$ cat src/rtl/id_ex_register.sv
// ID/EX pipeline register: latches decoded control, operands and indices.
// Handles hold, flush and (with IDEX_HAZARD_DETECT_EN) load-use bubbles.
//
// Ports:
//   clk_i, rst_i (sync, active-high), stall_i, flush_i
//   decoded control in : RegWrite_i MemtoReg_i MemRead_i MemWrite_i
//                        ALUSrc_i RegDst_i ALUOp_i[1:0]
//   operands in        : data1_i data2_i imm_i [DATA_W]
//   indices in         : Rs_i Rt_i Rd_i [REG_W]
//   registered outputs : *_o counterparts, RegisterRs/Rt/Rd_o, valid_o
//   PCWrite_o, IFIDWrite_o : upstream enables, low on a load-use hazard
//
// Macro IDEX_HAZARD_DETECT_EN enables the load-use detector and bubble
// path; without it PCWrite_o/IFIDWrite_o are tied high.

module id_ex_register #(
  parameter int DATA_W = 32,
  parameter int REG_W  = 5
) (
  input  logic              clk_i,
  input  logic              rst_i,
  input  logic              stall_i,
  input  logic              flush_i,
  input  logic              RegWrite_i,
  input  logic              MemtoReg_i,
  input  logic              MemRead_i,
  input  logic              MemWrite_i,
  input  logic              ALUSrc_i,
  input  logic              RegDst_i,
  input  logic [1:0]        ALUOp_i,
  input  logic [DATA_W-1:0] data1_i,
  input  logic [DATA_W-1:0] data2_i,
  input  logic [DATA_W-1:0] imm_i,
  input  logic [REG_W-1:0]  Rs_i,
  input  logic [REG_W-1:0]  Rt_i,
  input  logic [REG_W-1:0]  Rd_i,
  output logic              RegWrite_o,
  output logic              MemtoReg_o,
  output logic              MemRead_o,
  output logic              MemWrite_o,
  output logic              ALUSrc_o,
  output logic              RegDst_o,
  output logic [1:0]        ALUOp_o,
  output logic [DATA_W-1:0] data1_o,
  output logic [DATA_W-1:0] data2_o,
  output logic [DATA_W-1:0] imm_o,
  output logic [REG_W-1:0]  RegisterRs_o,
  output logic [REG_W-1:0]  RegisterRt_o,
  output logic [REG_W-1:0]  RegisterRd_o,
  output logic              valid_o,
  output logic              PCWrite_o,
  output logic              IFIDWrite_o
);

  logic hazard;

`ifdef IDEX_HAZARD_DETECT_EN
  logic rtNonZero;
  logic rtMatch;

  // A load in EX whose target is read by the instruction in ID.
  // $zero is never a real dependency.
  assign rtNonZero = (RegisterRt_o != '0);
  assign rtMatch   = (RegisterRt_o == Rs_i) | (RegisterRt_o == Rt_i);
  assign hazard    = MemRead_o & rtNonZero & rtMatch;

  // Freeze fetch/decode so the dependent instruction re-enters next cycle.
  assign PCWrite_o   = ~hazard;
  assign IFIDWrite_o = ~hazard;
`else
  assign hazard      = 1'b0;
  assign PCWrite_o   = 1'b1;
  assign IFIDWrite_o = 1'b1;
`endif

  logic clearAll;
  logic bubble;
  logic load;

  assign clearAll = rst_i | flush_i;
  assign bubble   = ~clearAll & ~stall_i & hazard;
  assign load     = ~clearAll & ~stall_i & ~hazard;

  // Control bits and valid: zeroed by reset/flush/bubble.
  always_ff @(posedge clk_i) begin
    if (clearAll || bubble) begin
      RegWrite_o <= 1'b0;
      MemtoReg_o <= 1'b0;
      MemRead_o  <= 1'b0;
      MemWrite_o <= 1'b0;
      ALUSrc_o   <= 1'b0;
      RegDst_o   <= 1'b0;
      ALUOp_o    <= 2'b00;
      valid_o    <= 1'b0;
    end else if (load) begin
      RegWrite_o <= RegWrite_i;
      MemtoReg_o <= MemtoReg_i;
      MemRead_o  <= MemRead_i;
      MemWrite_o <= MemWrite_i;
      ALUSrc_o   <= ALUSrc_i;
      RegDst_o   <= RegDst_i;
      ALUOp_o    <= ALUOp_i;
      valid_o    <= 1'b1;
    end
  end

  // Operands and Rs/Rt: a bubble loads them anyway (don't-care payload),
  // which keeps the enable logic to reset/flush vs. not-stalled.
  always_ff @(posedge clk_i) begin
    if (clearAll) begin
      data1_o      <= '0;
      data2_o      <= '0;
      imm_o        <= '0;
      RegisterRs_o <= '0;
      RegisterRt_o <= '0;
    end else if (!stall_i) begin
      data1_o      <= data1_i;
      data2_o      <= data2_i;
      imm_o        <= imm_i;
      RegisterRs_o <= Rs_i;
      RegisterRt_o <= Rt_i;
    end
  end

  // Rd is cleared on a bubble so forwarding never sees a phantom writer.
  always_ff @(posedge clk_i) begin
    if (clearAll || bubble) begin
      RegisterRd_o <= '0;
    end else if (load) begin
      RegisterRd_o <= Rd_i;
    end
  end

endmodule

$ cat config.mk
export PLATFORM = sky130hd
export DESIGN_NAME = id_ex_register
export DESIGN_NICKNAME = d
export VERILOG_FILES = /design/src/rtl/id_ex_register.sv
export SDC_FILE = /design/constraint.sdc
export NUM_CORES = 1
export LEC_CHECK = 0
export BUFFER_PORTS_ARGS = -buffer_cell sky130_fd_sc_hd__buf_2
export CAP_MARGIN = 10
export CELL_PAD_IN_SITES_DETAIL_PLACEMENT = 1
export CELL_PAD_IN_SITES_GLOBAL_PLACEMENT = 1
export CORE_MARGIN = 2
export CORE_UTILIZATION = 32
export DETAILED_ROUTE_END_ITERATION = 8
export PLACE_DENSITY_LB_ADDON = 0.1
export RECOVER_POWER = 100
export SYNTH_ARGS = -nofsm -noshare
export SYNTH_HDL_FRONTEND = slang
export SYNTH_SLANG_ARGS = --single-unit
$ cat constraint.sdc
create_clock -name clk_i -period 1.2 [get_ports clk_i]
set_clock_uncertainty 0.2 [all_clocks]
set_input_delay 0.12 -clock clk_i [delete_from_list [all_inputs] [get_ports clk_i]]
set_output_delay 0.12 -clock clk_i [all_outputs]
set_load 0.02 [all_outputs]
==> results.cfg, run 1 <==
[global_routing]
grt_pass1_wl_um = 26160
antenna_found_initial = 0
grt_pass1_vias = 4935
overflow = 0
grt_max_degree = 63
globalRouteTotalUtil = 0.2330

[placed_design]
dpl_worst_slack_ns = 0.05271
gp_congestion = 0.7394
dp_hpwl_um = 8997
port_buffers = 242

[sta]
finalSetupViolCount = 1
rsz0062_at_grt = yes
fin_ws_ns = -0.005208
fmax_mhz = 829.7
drv_slew = 0
fin_crit_ns = 1.205
hold-worst-slack_ns = -0.02396
hold_viol_final = 3
finalCritPeriodShare = 1.004

[final_layout]
final_cell_mix = buf_6, dlygate4sd3_1, mux2i_1, nor2_1, dfxtp_2
area_growth_syn_to_layout_pct = 91.72
drive_gt1_frac = 0.5217
final_nets = 894
antenna_cells = 0
fin_util = 0.6337
layout_commonest_cell = buf_6
nFillCells = 1420

[critical_path]
r2r_end = data2_o[6]
cp-start-kind = register
worstPathArrival_ns = 0.89
cp_data_required_time_ns = 0.88
reg2regPathDepth = 3
path_buf_inv = 1
slowest_delay_ns = 0.36
timing.rr.start = data2_o[6]
ff2ff_setup_slack_ns = 0.10
cpMaxStageDelayCell = dfxtp_2
critical_path.endpoint_type = primary output
crit_family = flip-flops
crit_chain = buf_6
critical_path_depth = 1
critical_path.max_fanout = 2
worstSetupPathType = register to primary output

[clock_network]
cts_buffers = 17
cts.clk_slew.worst_paths_ns = 0.06
clk-insertion-delay-late_ns = 0.40
clock_path_buffers = 2
cts_tree = built
htreeDepth = 4
root_buffer = clkbuf_16
clkSinkCount = 120

[detailed_routing]
drc = 0
vias = 4332
wl_per_cell_um = 18.26
firstDrtPassIters = 4
drt_wl_total_um = 17530
drt-initial-drc-count = 169
viasPerCell = 4.513
antenna_left = 0

[logic_synthesis]
ys_seq_area_frac = 0.5445
synthTopCellsByArea = dfxtp_1, mux2i_1, nor2_1, buf_12, buf_4
synth_area_per_cell_um2 = 11.28
yosys_register_bits = 120
yosysTopAreaCellShare = 0.5445
synthesis.instances = 391
yosysWarnings = 0
synth_cell_type_count = 12
synthesis.area_mm2 = 0.004412
synth_top_cell_by_area = dfxtp_1

[job]
drv_cap = 0

[min_path]
hp-class = input pin to register
hold_depth = 4
hp-start = stall_i
holdPathEnd = data1_o[30]

[floorplan]
die_h_um = 121.4
num_io_pins = 245
start_util = 0.3305
die_x_um = 121.4
core-area_mm2 = 0.01335
die_area_mm2 = 0.01474
rows = 42

[run_status]
failed_checks = negative hold slack, negative setup slack
status = complete, but fails checks

[pwr]
power_uw = 10910
power_density_mw_per_mm2 = 1290
leakagePower_uw = 0.004062
peakVddDrop_uv = 715.8
## sequential cells by signal, summed over array words and instances, names as in the netlist
name	count
data1_o	32
data2_o	32
imm_o	32
RegisterRd_o	5
RegisterRs_o	5
RegisterRt_o	5
ALUOp_o	2
ALUSrc_o	1
MemRead_o	1
MemWrite_o	1
MemtoReg_o	1
RegDst_o	1
RegWrite_o	1
valid_o	1
## power by group
part           internal (uW)  total (uW)  switching [uW]
Clock                   3310        5080            1760
Sequential              4150        4250             103
Combinational            895        1580             688
Total                   8360       10900            2550
## what timing repair did
action | 4_1_cts | 5_1_grt
hold endpoints to repair | 120 | 0
setup endpoints to repair | 120 | 124
gates resized for setup | 360 | 2
pin swaps | 0 | 0
hold buffers | 121 | 0
setup buffers | 1 | 18
## worst min-delay path, stage by stage
cell and delay [ns]:
buf_6 0.13, buf_6 0.14, mux2i_1 0.08, nor2_1 0.08
## synth_stat cells, drive strengths merged
cell type	n
a21oi	1
conb	1
dfxtp	120
mux2i	119
nor2	119
buf	27
inv	1
or2	1
clkbuf	2
## worst max path at each step
stage	from	to	slack [ns]
3_5_place_dp	stall_i	data2_o[6]	0.05
6_report	imm_o[31]	imm_o[31]	-0.005
3_3_place_gp	stall_i	RegisterRt_o[3]	0.10
5_1_grt	imm_o[31]	imm_o[31]	-0.03
4_1_cts	data1_o[16]	data1_o[16]	-0.008
2_1_floorplan	stall_i	data1_o[10]	0.14
## kinds of logic after synthesis
| kind of cell | synth area share |
|---|---|
| other cells | 0.0008500 |
| buf+inv | 0.08083 |
| simple gates | 0.1027 |
| compound gates | 0.001133 |
| mux | 0.2700 |
| flops | 0.5445 |
## routing by layer
| layer | vias up | share of wire | GRT usage |
|---|---|---|---|
| li1 | 2041 | - | - |
| met2 | 176 | 0.56 | 0.4505 |
| met5 | - | 0 | 0 |
| met3 | 35 | 0.069 | 0.08459 |
| met1 | 2080 | 0.35 | 0.2204 |
| met4 | 0 | 0.026 | 0.09124 |
## per-stage QoR
step | cell area [um2] | TNS [ns] | instances
detailed placement | 5638 | 0 | 789
CTS | 8352 | -0.07675 | 943
global route | 8458 | -1.595 | 960
floorplan | 4415 | 0 | 392
finish | 8458 | -0.005208 | 960
global placement | 5638 | 0 | 789
## cell type report
| cell class | instances | area [um2] | share of cell area |
|---|---|---|---|
| repair buffers | 389 | 3433 | 0.4059 |
| clock inverters | 8 | 92.59 | 0.01095 |
| flip-flops and latches | 120 | 2547 | 0.3012 |
| well taps | 176 | 220.2 | 0.02604 |
| multi-input cells | 242 | 1659 | 0.1962 |
| clock buffers | 24 | 501.7 | 0.05932 |
| inverters | 1 | 3.754 | 0.0004438 |
No activity file was read; power rests on OpenSTA's default activity.
==> run 2: changes to the inputs <==
Settings changed: PLACE_DENSITY set to 0.89, PLACE_DENSITY_LB_ADDON 0.1 to unset.
==> run 2 against run 1 <==
- the flow finishes with violations (negative setup slack)
- via count grew 8.9%
- worst setup slack lost 0.081 ns
- total power grew 0.88%
- sequential cell count is the same
- utilization grew 1.6 points
- sequential power is essentially flat
- cell area grew 2.5%
- worst hold slack gained 0.091 ns
- critical path depth grew 2
- critical path type is now register to register
- critical endpoint is now data2_o[9]
- largest cell class unchanged
- largest power group unchanged
==> results.cfg, run 2 (same netlist as run 1, synthesis figures left out) <==
[detailed_routing]
vias = 4717
drc = 0
firstDrtPassIters = 4
drt_wl_total_um = 21850
antenna_left = 0
drt-initial-drc-count = 186
viasPerCell = 4.741
wl_per_cell_um = 21.96

[final_layout]
largest_registers = data1_o: 32 flops, data2_o: 32 flops, imm_o: 32 flops
final_cell_mix = dlygate4sd3_1, buf_6, mux2i_1, nor2_1, dfxtp_2
drive_gt1_frac = 0.5369
fin_util = 0.6493
final_nets = 924
area_growth_syn_to_layout_pct = 96.45

[floorplan]
die_x_um = 121.4
num_io_pins = 245
rows = 42
start_util = 0.3305
die_h_um = 121.4
core-area_mm2 = 0.01335
die_area_mm2 = 0.01474

[global_routing]
grt_pass1_vias = 5457
globalRouteTotalUtil = 0.2808
overflow = 0
grt_pass1_wl_um = 30670
antenna_found_initial = 5
grt_max_degree = 62

[run_status]
failed_checks = negative setup slack
status = complete, but fails checks

[clock_network]
clkSinkCount = 120
root_buffer = clkbuf_16
clock_path_buffers = 2
cts.clk_slew.worst_paths_ns = 0.06
clk-insertion-delay-late_ns = 0.40
cts_tree = built
htreeDepth = 4
cts_buffers = 17

[placed_design]
port_buffers = 242
dp_hpwl_um = 9564
gp_congestion = 0.7126
dpl_worst_slack_ns = -0.03415

[pwr]
combPwrFrac = 0.155
seqPwrFrac = 0.387
power_density_mw_per_mm2 = 1270
peakVddDrop_uv = 766.5
clockPowerShare = 0.458
internal_power_uw = 8286
leakagePower_uw = 0.004194
swShare = 0.2471
power.switching_uw = 2720

[sta]
rsz0062_at_grt = yes
fin_ws_ns = -0.08622
fin_crit_ns = 1.286
finalSetupViolCount = 23
finalCritPeriodShare = 1.072
hold_viol_final = 0
setup_tns_ns = -0.2294
drv_slew = 0
fmax_mhz = 777.5

[critical_path]
slowest_delay_ns = 0.36
cpMaxStageDelayCell = dfxtp_4
critical_path.max_fanout = 2
worstPathArrival_ns = 1.35
crit_chain = buf_4 -> mux2i_1 -> nor2_1
critical_path.endpoint_type = register
worstSetupPathType = register to register
cp-start-kind = register
cp_data_required_time_ns = 1.27

[min_path]
hp-class = input pin to register

[job]
drv_cap = 0
[run 2: area by class of cell]
cell class,count,area [um2]
fill,1374,4681
timing repair buffer,419,3640
sequential,120,2555
multi-input combinational,242,1659
clock buffer,24,481.7
tap,176,220.2
clock inverter,8,95.09
antenna,5,12.51
inverter,1,3.754
[run 2: stage by stage]
| step | instance area [um2] | cells | hold WS (ns) | total power [uW] |
|---|---|---|---|---|
| after detailed placement | 5673 | 797 | 0.1591 | 5328 |
| after global routing | 8667 | 995 | 0.08036 | 11350 |
| final | 8667 | 995 | 0.06656 | 11010 |
| after global placement | 5673 | 797 | 0.1500 | 5277 |
| after CTS | 8467 | 964 | 0.04869 | 10850 |
| after floorplan | 4415 | 392 | 0.06394 | 4951 |
[run 2: worst paths after layout]
kind / startpoint / to / cells after the start / slack, ns
worst min-delay path: stall_i / data1_o[14] / 4 / 0.07
worst min register to register: valid_o / valid_o / 2 / 0.27
worst max-delay path: data2_o[9] / data2_o[9] / 3 / -0.09
worst max register to register: data2_o[9] / data2_o[9] / 3 / -0.09
[run 2: critical path: cells and delay by family (launching register included)]
kind / cells / cell delay, ns
muxes: 1 / 0.30
buffers and inverters: 1 / 0.14
and+or+nand+nor: 1 / 0.14
DFF: 1 / 0.36
[run 2: power by group through the flow]
| stage | Clock, uW | Sequential (uW) | Combinational (uW) |
|---|---|---|---|
| floorplan | 0 | 4430 | 521 |
| global placement | 0 | 4270 | 1010 |
| detailed placement | 0 | 4280 | 1050 |
| CTS | 5060 | 4250 | 1540 |
| global route | 5300 | 4270 | 1780 |
| finish | 5040 | 4260 | 1710 |
[run 2: what timing repair did]
| item | CTS | global route |
|---|---|---|
| hold buffers | 121 | 0 |
| resized for setup | 360 | 2 |
| endpoints found under the hold margin | 120 | 0 |
| buffers inserted | 14 | 26 |
| setup endpoints to repair | 120 | 112 |
[run 2: per-layer routing]
layer  routed length [um]  GRT usage
met2                11790     0.5305
met1                 7543     0.2638
met3                 1387    0.08647
met4                 1128     0.1638
met5                    0          0
